===== src/rtl/param_ram_pkg.sv =====
// param_ram_pkg
//   Shared types and elaboration helpers for the parametrised scratch RAM.
//   - state_t       : controller state encoding (IDLE / CLEAR)
//   - be_width()    : number of byte lanes for a given word width
//   - word_size_ok(): legality of a word width (non-zero multiple of 8)
package param_ram_pkg;

  typedef enum logic {
    ST_IDLE  = 1'b0,
    ST_CLEAR = 1'b1
  } state_t;

  function automatic int be_width(input int word_size);
    return word_size / 8;
  endfunction

  function automatic bit word_size_ok(input int word_size);
    return (word_size > 0) && ((word_size % 8) == 0);
  endfunction

endpackage


===== src/rtl/param_ram_if.sv =====
// param_ram_if
//   Bus between a simple master (CPU/DMA stub) and param_ram.
//   master drives : clr, req, we, addr, wdata, be
//   slave drives  : ready, rdata, rvalid, busy
interface param_ram_if
  import param_ram_pkg::*;
#(
  parameter int WORD_SIZE = 8,
  parameter int DEPTH     = 32
);

  localparam int ADDR_W = $clog2(DEPTH);
  localparam int BE_W   = be_width(WORD_SIZE);

  logic                 clr;
  logic                 req;
  logic                 we;
  logic [ADDR_W-1:0]    addr;
  logic [WORD_SIZE-1:0] wdata;
  logic [BE_W-1:0]      be;
  logic                 ready;
  logic [WORD_SIZE-1:0] rdata;
  logic                 rvalid;
  logic                 busy;

  modport master (
    output clr, req, we, addr, wdata, be,
    input  ready, rdata, rvalid, busy
  );

  modport slave (
    input  clr, req, we, addr, wdata, be,
    output ready, rdata, rvalid, busy
  );

endinterface


===== src/rtl/param_ram_array.sv =====
// param_ram_array
//   Storage for param_ram: one write port with byte enables and one
//   synchronous read port sharing a single address.
//   clk, rst_n : clock, async active-low reset (read register only)
//   i_we       : write strobe; bytes with i_be set are written
//   i_re       : read strobe; o_rdata updates on the following edge
//   i_addr     : word address; addresses >= DEPTH are masked
//   i_wdata    : write data
//   i_be       : byte enables, i_be[i] covers i_wdata[8i+7:8i]
//   o_rdata    : registered read data, held between reads
module param_ram_array
  import param_ram_pkg::*;
#(
  parameter  int WORD_SIZE = 8,
  parameter  int DEPTH     = 32,
  localparam int ADDR_W    = $clog2(DEPTH),
  localparam int BE_W      = be_width(WORD_SIZE)
) (
  input  logic                 clk,
  input  logic                 rst_n,
  input  logic                 i_we,
  input  logic                 i_re,
  input  logic [ADDR_W-1:0]    i_addr,
  input  logic [WORD_SIZE-1:0] i_wdata,
  input  logic [BE_W-1:0]      i_be,
  output logic [WORD_SIZE-1:0] o_rdata
);

  logic [WORD_SIZE-1:0] r_mem [DEPTH];
  logic [WORD_SIZE-1:0] r_rdata;
  logic                 w_in_range;

  // DEPTH need not be a power of two, so the top of the address space may
  // point past the array.
  assign w_in_range = ({1'b0, i_addr} < (ADDR_W + 1)'(DEPTH));

  // Array itself is never reset; contents are defined only by writes/clear.
  always_ff @(posedge clk) begin
    if (i_we && w_in_range) begin
      for (int i = 0; i < BE_W; i++) begin
        if (i_be[i]) begin
          r_mem[i_addr][8*i +: 8] <= i_wdata[8*i +: 8];
        end
      end
    end
  end

  // Read samples the array before any same-edge write lands, so a read
  // followed by a write to the same address returns the old word.
  always_ff @(posedge clk or negedge rst_n) begin
    if (!rst_n) begin
      r_rdata <= '0;
    end else if (i_re) begin
      r_rdata <= w_in_range ? r_mem[i_addr] : '0;
    end
  end

  assign o_rdata = r_rdata;

endmodule


===== src/rtl/param_ram.sv =====
// param_ram
//   Parametrised single-port synchronous RAM with byte enables, req/ready
//   handshake, optional output register and a zero-fill clear sequencer.
//   clk   : system clock, all logic on posedge
//   rst_n : asynchronous active-low reset
//   bus   : param_ram_if slave (clr, req, we, addr, wdata, be /
//           ready, rdata, rvalid, busy)
//
//   state    | meaning
//   ---------+---------------------------------------------------------
//   ST_IDLE  | ready = 1, busy = 0; accepts req, clr starts a clear
//   ST_CLEAR | ready = 0, busy = 1; writes 0 to mem[cnt], cnt 0..DEPTH-1
module param_ram
  import param_ram_pkg::*;
#(
  parameter int WORD_SIZE      = 8,
  parameter int DEPTH          = 32,
  parameter int OUT_REG        = 0,
  parameter int CLEAR_ON_RESET = 1
) (
  input  logic        clk,
  input  logic        rst_n,
  param_ram_if.slave  bus
);

  localparam int ADDR_W = $clog2(DEPTH);
  localparam int BE_W   = be_width(WORD_SIZE);

  localparam state_t            RST_STATE = (CLEAR_ON_RESET != 0) ? ST_CLEAR : ST_IDLE;
  localparam logic [ADDR_W-1:0] LAST_ADDR = ADDR_W'(DEPTH - 1);

  if (!word_size_ok(WORD_SIZE)) begin : g_bad_word_size
    $error("param_ram: WORD_SIZE must be a non-zero multiple of 8");
  end
  if (DEPTH < 2) begin : g_bad_depth
    $error("param_ram: DEPTH must be at least 2");
  end

  state_t               r_state;
  logic [ADDR_W-1:0]    r_cnt;
  logic                 r_ready;
  logic                 r_busy;
  logic                 r_rv1;

  logic                 w_accept;
  logic                 w_clearing;
  logic                 w_arr_we;
  logic                 w_arr_re;
  logic [ADDR_W-1:0]    w_arr_addr;
  logic [WORD_SIZE-1:0] w_arr_wdata;
  logic [BE_W-1:0]      w_arr_be;
  logic [WORD_SIZE-1:0] w_arr_rdata;

  // A clr in IDLE wins over a simultaneous req: that req is not taken.
  assign w_accept   = bus.req & r_ready & ~bus.clr;
  assign w_clearing = (r_state == ST_CLEAR);

  always_ff @(posedge clk or negedge rst_n) begin
    if (!rst_n) begin
      r_state <= RST_STATE;
      r_cnt   <= '0;
      r_ready <= (CLEAR_ON_RESET == 0);
      r_busy  <= (CLEAR_ON_RESET != 0);
    end else begin
      case (r_state)
        ST_IDLE: begin
          if (bus.clr) begin
            r_state <= ST_CLEAR;
            r_cnt   <= '0;
            r_ready <= 1'b0;
            r_busy  <= 1'b1;
          end
        end
        ST_CLEAR: begin
          // clr is ignored here; the sweep never restarts mid-way.
          if (r_cnt == LAST_ADDR) begin
            r_state <= ST_IDLE;
            r_cnt   <= '0;
            r_ready <= 1'b1;
            r_busy  <= 1'b0;
          end else begin
            r_cnt <= r_cnt + ADDR_W'(1);
          end
        end
        default: begin
          r_state <= ST_IDLE;
          r_ready <= 1'b1;
          r_busy  <= 1'b0;
        end
      endcase
    end
  end

  // Clear sweep borrows the write port with all lanes enabled.
  assign w_arr_we    = w_clearing | (w_accept & bus.we);
  assign w_arr_re    = w_accept & ~bus.we;
  assign w_arr_addr  = w_clearing ? r_cnt : bus.addr;
  assign w_arr_wdata = w_clearing ? '0 : bus.wdata;
  assign w_arr_be    = w_clearing ? '1 : bus.be;

  param_ram_array #(
    .WORD_SIZE (WORD_SIZE),
    .DEPTH     (DEPTH)
  ) u_array (
    .clk     (clk),
    .rst_n   (rst_n),
    .i_we    (w_arr_we),
    .i_re    (w_arr_re),
    .i_addr  (w_arr_addr),
    .i_wdata (w_arr_wdata),
    .i_be    (w_arr_be),
    .o_rdata (w_arr_rdata)
  );

  // Read pipeline runs independently of the FSM so reads already in flight
  // when a clear starts still deliver their pre-clear data.
  always_ff @(posedge clk or negedge rst_n) begin
    if (!rst_n) begin
      r_rv1 <= 1'b0;
    end else begin
      r_rv1 <= w_arr_re;
    end
  end

  if (OUT_REG != 0) begin : g_out_reg
    logic [WORD_SIZE-1:0] r_rdata_q;
    logic                 r_rv2;

    always_ff @(posedge clk or negedge rst_n) begin
      if (!rst_n) begin
        r_rdata_q <= '0;
        r_rv2     <= 1'b0;
      end else begin
        r_rv2 <= r_rv1;
        if (r_rv1) begin
          r_rdata_q <= w_arr_rdata;
        end
      end
    end

    assign bus.rdata  = r_rdata_q;
    assign bus.rvalid = r_rv2;
  end else begin : g_no_out_reg
    assign bus.rdata  = w_arr_rdata;
    assign bus.rvalid = r_rv1;
  end

  assign bus.ready = r_ready;
  assign bus.busy  = r_busy;

endmodule


===== src/flat_wrapper.sv =====
// flat-port wrapper written by rule: the top's interface ports become plain ports
module param_ram_flat import param_ram_pkg::*;
#(
  parameter int WORD_SIZE      = 8,
  parameter int DEPTH          = 32,
  parameter int OUT_REG        = 0,
  parameter int CLEAR_ON_RESET = 1
)
  (clk, rst_n, bus_clr, bus_req, bus_we, bus_addr, bus_wdata, bus_be, bus_ready, bus_rdata, bus_rvalid, bus_busy);
  param_ram_if #(.WORD_SIZE(WORD_SIZE), .DEPTH(DEPTH)) bus_i ();
  input  logic clk;
  input  logic rst_n;
  input wire logic [$bits(bus_i.clr)-1:0] bus_clr;
  input wire logic [$bits(bus_i.req)-1:0] bus_req;
  input wire logic [$bits(bus_i.we)-1:0] bus_we;
  input wire logic [$bits(bus_i.addr)-1:0] bus_addr;
  input wire logic [$bits(bus_i.wdata)-1:0] bus_wdata;
  input wire logic [$bits(bus_i.be)-1:0] bus_be;
  output wire logic [$bits(bus_i.ready)-1:0] bus_ready;
  output wire logic [$bits(bus_i.rdata)-1:0] bus_rdata;
  output wire logic [$bits(bus_i.rvalid)-1:0] bus_rvalid;
  output wire logic [$bits(bus_i.busy)-1:0] bus_busy;
  assign bus_i.clr = bus_clr;
  assign bus_i.req = bus_req;
  assign bus_i.we = bus_we;
  assign bus_i.addr = bus_addr;
  assign bus_i.wdata = bus_wdata;
  assign bus_i.be = bus_be;
  assign bus_ready = bus_i.ready;
  assign bus_rdata = bus_i.rdata;
  assign bus_rvalid = bus_i.rvalid;
  assign bus_busy = bus_i.busy;
  param_ram #(.WORD_SIZE(WORD_SIZE), .DEPTH(DEPTH), .OUT_REG(OUT_REG), .CLEAR_ON_RESET(CLEAR_ON_RESET)) u_core (.clk(clk), .rst_n(rst_n), .bus(bus_i));
endmodule

===== config.mk =====
export PLATFORM = sky130hd
export DESIGN_NAME = param_ram_flat
export DESIGN_NICKNAME = d
export VERILOG_FILES = /design/src/rtl/param_ram_pkg.sv /design/src/rtl/param_ram_if.sv /design/src/rtl/param_ram_array.sv /design/src/rtl/param_ram.sv /design/src/flat_wrapper.sv
export SDC_FILE = /design/constraint.sdc
export NUM_CORES = 1
export LEC_CHECK = 0
export CORE_ASPECT_RATIO = 2
export CORE_MARGIN = 2
export CORE_UTILIZATION = 40
export CTS_CLUSTER_SIZE = 16
export DETAILED_ROUTE_END_ITERATION = 16
export MAX_ROUTING_LAYER = met4
export PLACE_DENSITY = 0.58
export SETUP_SLACK_MARGIN = 0.3
export SLEW_MARGIN = 20
export SYNTH_ARGS = -nofsm -noshare
export SYNTH_HDL_FRONTEND = slang
export SYNTH_HIERARCHICAL = 1
export SYNTH_SLANG_ARGS = --single-unit

===== constraint.sdc =====
create_clock -name clk -period 8.1 [get_ports clk]
set_input_delay 1.62 -clock clk [delete_from_list [all_inputs] [get_ports clk]]
set_output_delay 1.62 -clock clk [all_outputs]
set_load 0.01 [all_outputs]

==> results of run 1 <==
-- layout make-up --
cell class,count,area [µm²]
clock buffers,29,598
clock inverters,8,88.8
fillers,2291,14600
inverters,2,7.51
multi-input cells,269,2580
flip-flops and latches,273,8120
well taps,348,435
repair buffers,34,328
-- per-layer routing --
layer,up-vias,routed length [µm],track usage [%]
li1,2365,-,-
met1,2834,8580,20.0
met2,197,14900,35.5
met3,56,1260,1.95
met4,0,1530,10.6
met5,-,0,-
-- through the flow --
stage                     utilization, %  hold WS [ns]  cells  setup slack, ns  area, µm²
after floorplan                        -         0.487    573             4.47      10800
final                               45.3         0.489    963             3.80      12200
after detailed placement            42.8         0.481    926             3.25      11500
after global placement              42.8         0.471    926             3.37      11500
after CTS                           45.3         0.491    963             3.80      12100
after global routing                45.3         0.513    963             3.67      12200
-- cells in the mapped netlist (2+ instances only) --
master / count / area (µm²)
buf_6: 4 / 45.0
dfrtp_1: 15 / 375
o22ai_1: 2 / 12.5
a41oi_1: 6 / 52.6
clkbuf_1: 11 / 41.3
and2_1: 2 / 12.5
buf_2: 9 / 45.0
a32oi_1: 2 / 17.5
mux2_4: 4 / 60.1
or2_2: 2 / 12.5
nand3_1: 2 / 10.0
nor2_1: 48 / 180
and3b_1: 2 / 17.5
mux2i_1: 44 / 440
edfxtp_1: 256 / 7690
nand3b_1: 2 / 15.0
inv_1: 2 / 7.51
nor2b_1: 13 / 81.3
or3_1: 2 / 12.5
nand2_1: 23 / 86.3
dfstp_2: 2 / 52.6
buf_4: 4 / 30.0
nand2b_1: 5 / 31.3
nand4_1: 7 / 43.8
mux4_2: 43 / 968
a22oi_1: 33 / 248
o21ai_0: 5 / 25.0
ha_1: 3 / 37.5
-- where the power goes --
| group | switching [mW] | internal [mW] | leakage, nW | total [mW] |
|---|---|---|---|---|
| clock | 0.462 | 0.582 | 0.331 | 1.04 |
| sequential | 0.0958 | 1.80 | 2.58 | 1.90 |
| combinational | 0.845 | 0.535 | 1.11 | 1.38 |
-- final timing paths --
path,startpoint,to
setup / recovery,bus_addr[1],u_core/u_array/r_mem[19][6]$_DFFE_PP_
hold / removal,u_core/bus.busy$_DFFE_PN1P_,u_core/bus.busy$_DFFE_PN1P_
setup reg to reg,u_core/r_state$_DFF_PN1_,u_core/u_array/r_mem[19][6]$_DFFE_PP_
hold reg to reg,u_core/bus.busy$_DFFE_PN1P_,u_core/bus.busy$_DFFE_PN1P_
max in group asynchronous,rst_n,u_core/u_array/o_rdata[6]$_DFFE_PN0P_
min in group asynchronous,rst_n,u_core/u_array/o_rdata[3]$_DFFE_PN0P_
-- cell families after synthesis --
family / count (synthesis) / share of synthesized area, %
flops: 273 / 75.1
simple gates: 116 / 5.23
mux: 92 / 13.7
compound gates: 56 / 3.88
buf+inv: 31 / 1.60
fa+ha+maj: 3 / 0.347
xor+xnor: 2 / 0.162
-- worst max-delay path: cells and delay by family --
family	cells	cell delay [ns]
mux	1	0.69
simple gates	2	1.64
buf+inv	1	0.47
-- state kept, by name (all words and copies together) (netlist names) --
name                    flops
u_core/u_array/o_rdata      8
u_core/bus.ready            1
u_core/r_cnt                5
u_core/r_state              1
u_core/u_array/r_mem      256
u_core/bus.busy             1
u_core/bus.rvalid           1
==> run summary, run 1 <==
The flow ran to the end, and the final reports show no timing, DRC or antenna violations. Of all nets on the critical path, the largest fanout is 51. Across the run, the number of max-cap violations was 0. The first global-routing pass estimated 38200 µm of wire.

The run gives 8.25 ns as the data required time of the critical path. The number of setup buffers added after CTS is 0. The min-delay analysis places its worst path in the category reg -> reg.

After the first detailed-routing iteration, the DRC count stood at 377. Along the worst hold path, the cell count comes to 2. Walking the worst path, the cells encountered are clkdlybuf4s50_1, mux2_4, nand4_1, nor2_1.

After layout, the worst path uses 53.1% of the clock period. The H-tree level count is 1. Count of pins on the block boundary: 30. The netlist uses 48 different library cells. The final setup TNS came out at 0 ns. The mapped cell area is 10800 µm², and the count of TritonRoute iterations in the first routing pass is 5.

The number of rows created at floorplan came out at 85. Entering global routing, the biggest net connects 52 pins. When the netlist entered floorplanning its net count stood at 595. After synthesis, flip-flops and latches occupy 75.1% of the total area. A synthesized cell averages 18.9 µm². The final number of max-transition violations was 0. Using the TritonRoute via totals, the vias-per-cell ratio works out to 5.66. The number of antenna violations at the first check in global routing was 0. TritonCTS buffer count: 22. At the end of routability-driven placement, the weighted congestion stood at 0.847. For this run, the number of Yosys warnings is 6.

The maximum frequency from static timing analysis is 232 MHz. Across every metal layer, demand over resource in global routing totals 19.4%. In this run the clock root is driven by a clkbuf_16.

For the core outline area, the log shows 26800 µm². The logs give 0 for the count of final hold-check violations and 0 for the total of hold buffers inserted after clock tree synthesis. The logs give 0 for the count of instances resized after the clock tree is built and 5452 for the total via count after detailed routing. The run gives 0.52 ns as the clock insertion delay at the later pin of the skew report. Input and output buffers added on the ports amount to 29.

TritonCTS built the clock tree. The startpoint-to-endpoint class of the critical path is in -> reg. The tightest slew margin relative to the limit was 34.7%.

The share of flip-flops with an asynchronous set or reset after synthesis is 6.23%. The die covers 28400 µm². For this run, the slowest stage of the critical path takes 0.82 ns. For the number of nets in the final layout, the log shows 624. Capturing element type of the critical path: a flip-flop.

In this run the horizontal extent of the chip is 120 µm. In the layout the commonest cells are 256 x edfxtp_1, 48 x nor2_1, 44 x mux2i_1, 43 x mux4_2, 33 x a22oi_1. Across all register-to-register paths, the minimum setup slack is 4.25 ns. From synthesis to final layout, the design area changed by 12.4%. The routed design could run at a clock period as short as 4.30 ns.

Setup repair after global routing left no endpoint under its margin. The worst vdd rail ir drop is 176 µV. For this design, the slowest cell found on the critical path is nand4_1. For this run the aggregate overflow at the end of global routing stands at 0. Among all flip-flop cells after synthesis, the most frequent one is edfxtp_1.

The leakage power came out at 4.02 nW. Post-route clock skew: 0.00991 ns. The worst reg2reg path depth was 3; the count of mapped cells out of synthesis was 573. The clock-pin slew reported for the worst setup and hold paths after clock tree synthesis works out to 0.07 ns. The worst setup path is launched from a primary input.

The floorplan step set the die height to 236 µm. The logs give 4.45 ns for the data arrival time at the worst-slack endpoint and 26200 µm for the total length of routed wires. The maximum number of buffers from clock root to sink was 3. After synthesis the netlist holds a flip-flop and latch count of 273.

Final routed DRC violation total: 0. In this run the power density over the cells is 356 nW/µm². Number of sinks handled by clock tree synthesis: 273. After layout, the design draws a total of 4.32 mW.

Leaving out fill and tap cells, the most frequent cell in the layout is edfxtp_1. The tools report the number of failing setup endpoints in the final timing report as 0. The proportion of layout cells with a drive suffix above 1 came out at 15.9%.

At the pin with the least slew margin, the transition time is 0.978 ns. The wire length per cell after detailed routing was 27.2 µm. The count of nets left with antenna violations once routing finished came out at 0.

0 antenna diodes ended up in the layout. The synthesized design contains 256 enable-type register cells. For this configuration, the core starts out at a cell density of 40.3%. The wire-length estimate of the detail-placed layout is 17600 µm.

The number of global-route vias before repair was 5686.
Note: power is estimated with default switching activity, not from simulation.
==> run 2, diff against run 1 <==
==> constraint.sdc (replaced) <==
create_clock -name clk -period 4.25 [get_ports clk]
set_input_delay 0.85 -clock clk [delete_from_list [all_inputs] [get_ports clk]]
set_output_delay 0.85 -clock clk [all_outputs]
set_load 0.01 [all_outputs]
==> run 2 against run 1 <==
Critical path depth rose by 1. Clock-buffer cell count fell by 1. Largest cell class unchanged. Highest routed layer unchanged. Worst hold slack improved by 0.017 ns. Global-route usage fell by 0.68 points. Worst setup slack got worse by 2.7 ns. Design area rose by 1.5%. Die area did not move. First-iteration DRC count rose by 26%. Critical endpoint is now u_core/u_array/o_rdata[0]$_DFFE_PN0P_.
==> run summary, run 2 (synthesized netlist as in run 1, its figures left out) <==
The flow ran to the end, and the final reports show no timing, DRC or antenna violations. On the final layout, the worst clock skew is 0.00833 ns. In this run, CTS created clock tree buffers numbering 23. After detailed routing, the average wire length per cell comes to 25.5 µm. The run gives 1.06 ns as the least setup slack across all paths after layout. Once the floorplan was initialized, standard cells occupied 40.3% of the core. The commonest non-fill, non-tap cell in the layout was edfxtp_1. At the pin with the least slew margin, the transition time is 0.903 ns. Number of buffers added for setup after CTS: 0. The first global-routing pass estimated 37900 µm of wire. The run gives 4.16 nW as the leakage power. The H-tree level count was 1; the proportion of layout cells with a drive suffix above 1 was 19.9%. The final layout contains routed wiring with a total length of 25300 µm.

The worst hold path class is reg -> reg. The run gives 11700 µm² as the placed cell area. The worst vdd rail ir drop came out at 372 µV.

The run gives 0 as the number of failing setup endpoints in the final timing report. Setup repair after global routing left no endpoint under its margin. The tightest slew margin relative to the limit is 39.6%, and the number of rows created at floorplan is 85. The worst hold path passes through 2 cells. The logs give 0 for the remaining antenna violation count and 0 for the total of hold buffers inserted after clock tree synthesis.

Entering global routing, the biggest net connects 43 pins. The finished cells cover 12300 µm². After clock tree synthesis, the clock-pin slew on the worst setup and hold paths is 0.06 ns.

For the number of antenna violations at the first check in global routing, the log shows 0. In the finished design, the share of the clock period the worst path needs comes to 75.1%. In this run the most critical hold path is launched from u_core/bus.busy$_DFFE_PN1P_. The final critical path time including I/O delays and setup is 3.19 ns, and the worst hold-check slack is 0.507 ns. The count of TritonRoute iterations in the first routing pass is 5. Across the run, the number of max-cap violations was 0. After detailed placement, the design holds a cell count of 956. The core outline area came out at 26800 µm². The number of antenna diodes in the final layout is 0. Global routing finished with a remaining overflow of 0. In this run the power density over the cells is 672 nW/µm².

The logs give 0.833 for the placer's final routability congestion estimate and 0.568 ns for the setup slack at placement. The clock insertion delay at the later pin of the skew report came out at 0.52 ns. The maximum frequency from static timing analysis is 313 MHz. In this run the worst path has a maximum fanout of 42. Data on the critical path arrives at its endpoint at 3.55 ns. The setup check on the worst reg-to-reg path leaves a slack of 1.06 ns. The count of final hold-check violations came out at 0.

The clock net in this run drives a total of 273 sinks. The count of pins on the block boundary is 30, and the number of vias per cell after detailed routing is 5.47. STA classifies the critical path endpoint as a flip-flop. The die covers 28400 µm². Register bank with the most flops: u_core/u_array/r_mem. The terminating pin of the worst hold path is u_core/bus.busy$_DFFE_PN1P_.

Final HPWL from detailed placement: 17000 µm. The floorplan die height was 236 µm; the worst reg2reg path depth was 5. The endpoint of the worst register-to-register path is u_core/u_array/o_rdata[0]$_DFFE_PN0P_. For the post-route core utilization, the log shows 46.0%.

The tree is rooted in a clkbuf_16. Horizontal die dimension: 120 µm. Element type at the critical path start: a flip-flop. The library cells used most frequently in the layout, excluding fill and tap cells, are 256 x edfxtp_1, 48 x nor2_1, 44 x mux2i_1, 43 x mux4_2, 35 x buf_4. The critical path is of the reg -> reg type. For the final setup TNS, the log shows 0 ns. Overall power consumption after layout is estimated at 8.29 mW. In this run the deepest clock path goes through 3 buffers.

Once the clock tree was built, the resizer swapped 0 gates to a different size. The logs give 476 for the number of DRC markers after the initial detailed-route iteration and 5438 for the total via count after detailed routing. In the global route stage, overall resource usage came out at 18.7%. For the data required time of the critical path, the log shows 4.61 ns.

The startpoint identified for the worst register-to-register timing path is u_core/r_state$_DFF_PN1_. Post-route non-filler standard cell count: 995. The number of nets in the final layout is 655. TritonCTS built the clock tree.

During placement, the flow inserted port buffers numbering 29. The run gives 0 as the final routed DRC violation total. The run gives 5869 as the number of global-route vias before repair. The register with the most flip-flops in the layout has 256 of them.

Final number of max-transition violations: 0. Layout overhead on the synthesized area: 14.2%.
[run 2: routing by layer]
metal	up-vias	wire length (µm)	global-route usage, %
met5	-	0	-
met4	0	1060	7.68
met3	48	1060	1.81
met2	163	14400	34.8
met1	2805	8860	19.9
li1	2422	-	-
[run 2: worst max path at each step]
stage / startpoint / end / slack [ns] / cells after the start
2_1_floorplan: bus_addr[0] / u_core/u_array/r_mem[28][0]$_DFFE_PP_ / 1.39 / 7
3_3_place_gp: bus_addr[0] / u_core/u_array/o_rdata[0]$_DFFE_PN0P_ / 0.58 / 6
3_5_place_dp: bus_addr[0] / u_core/u_array/o_rdata[0]$_DFFE_PN0P_ / 0.57 / 6
4_1_cts: u_core/r_state$_DFF_PN1_ / u_core/u_array/o_rdata[0]$_DFFE_PN0P_ / 1.05 / 5
5_1_grt: u_core/r_state$_DFF_PN1_ / u_core/u_array/o_rdata[0]$_DFFE_PN0P_ / 0.96 / 5
6_report: u_core/r_state$_DFF_PN1_ / u_core/u_array/o_rdata[0]$_DFFE_PN0P_ / 1.06 / 5
[run 2: power breakdown]
group | internal (mW) | switching [mW] | total [mW] | leakage [nW]
Clock | 1.05 | 0.894 | 1.95 | 0.329
Sequential | 3.43 | 0.166 | 3.60 | 2.58
Combinational | 1.11 | 1.64 | 2.75 | 1.25
Total | 5.59 | 2.70 | 8.29 | 4.16
[run 2: area by class of cell]
class                   instances  area [µm²]
clock buffers                  28         594
clock inverters                11        77.6
fillers                      2250       14500
inverters                       2        7.51
multi-input cells             269        2550
flip-flops and latches        273        8120
well taps                     348         435
repair buffers                 64         553
[run 2: worst max-delay path, cell delays in order (launching register included)]
cell and delay [ns]:
dfstp_2 0.75, mux2_4 0.73, buf_4 0.34, mux4_2 0.54, a22oi_1 0.46, a41oi_1 0.19
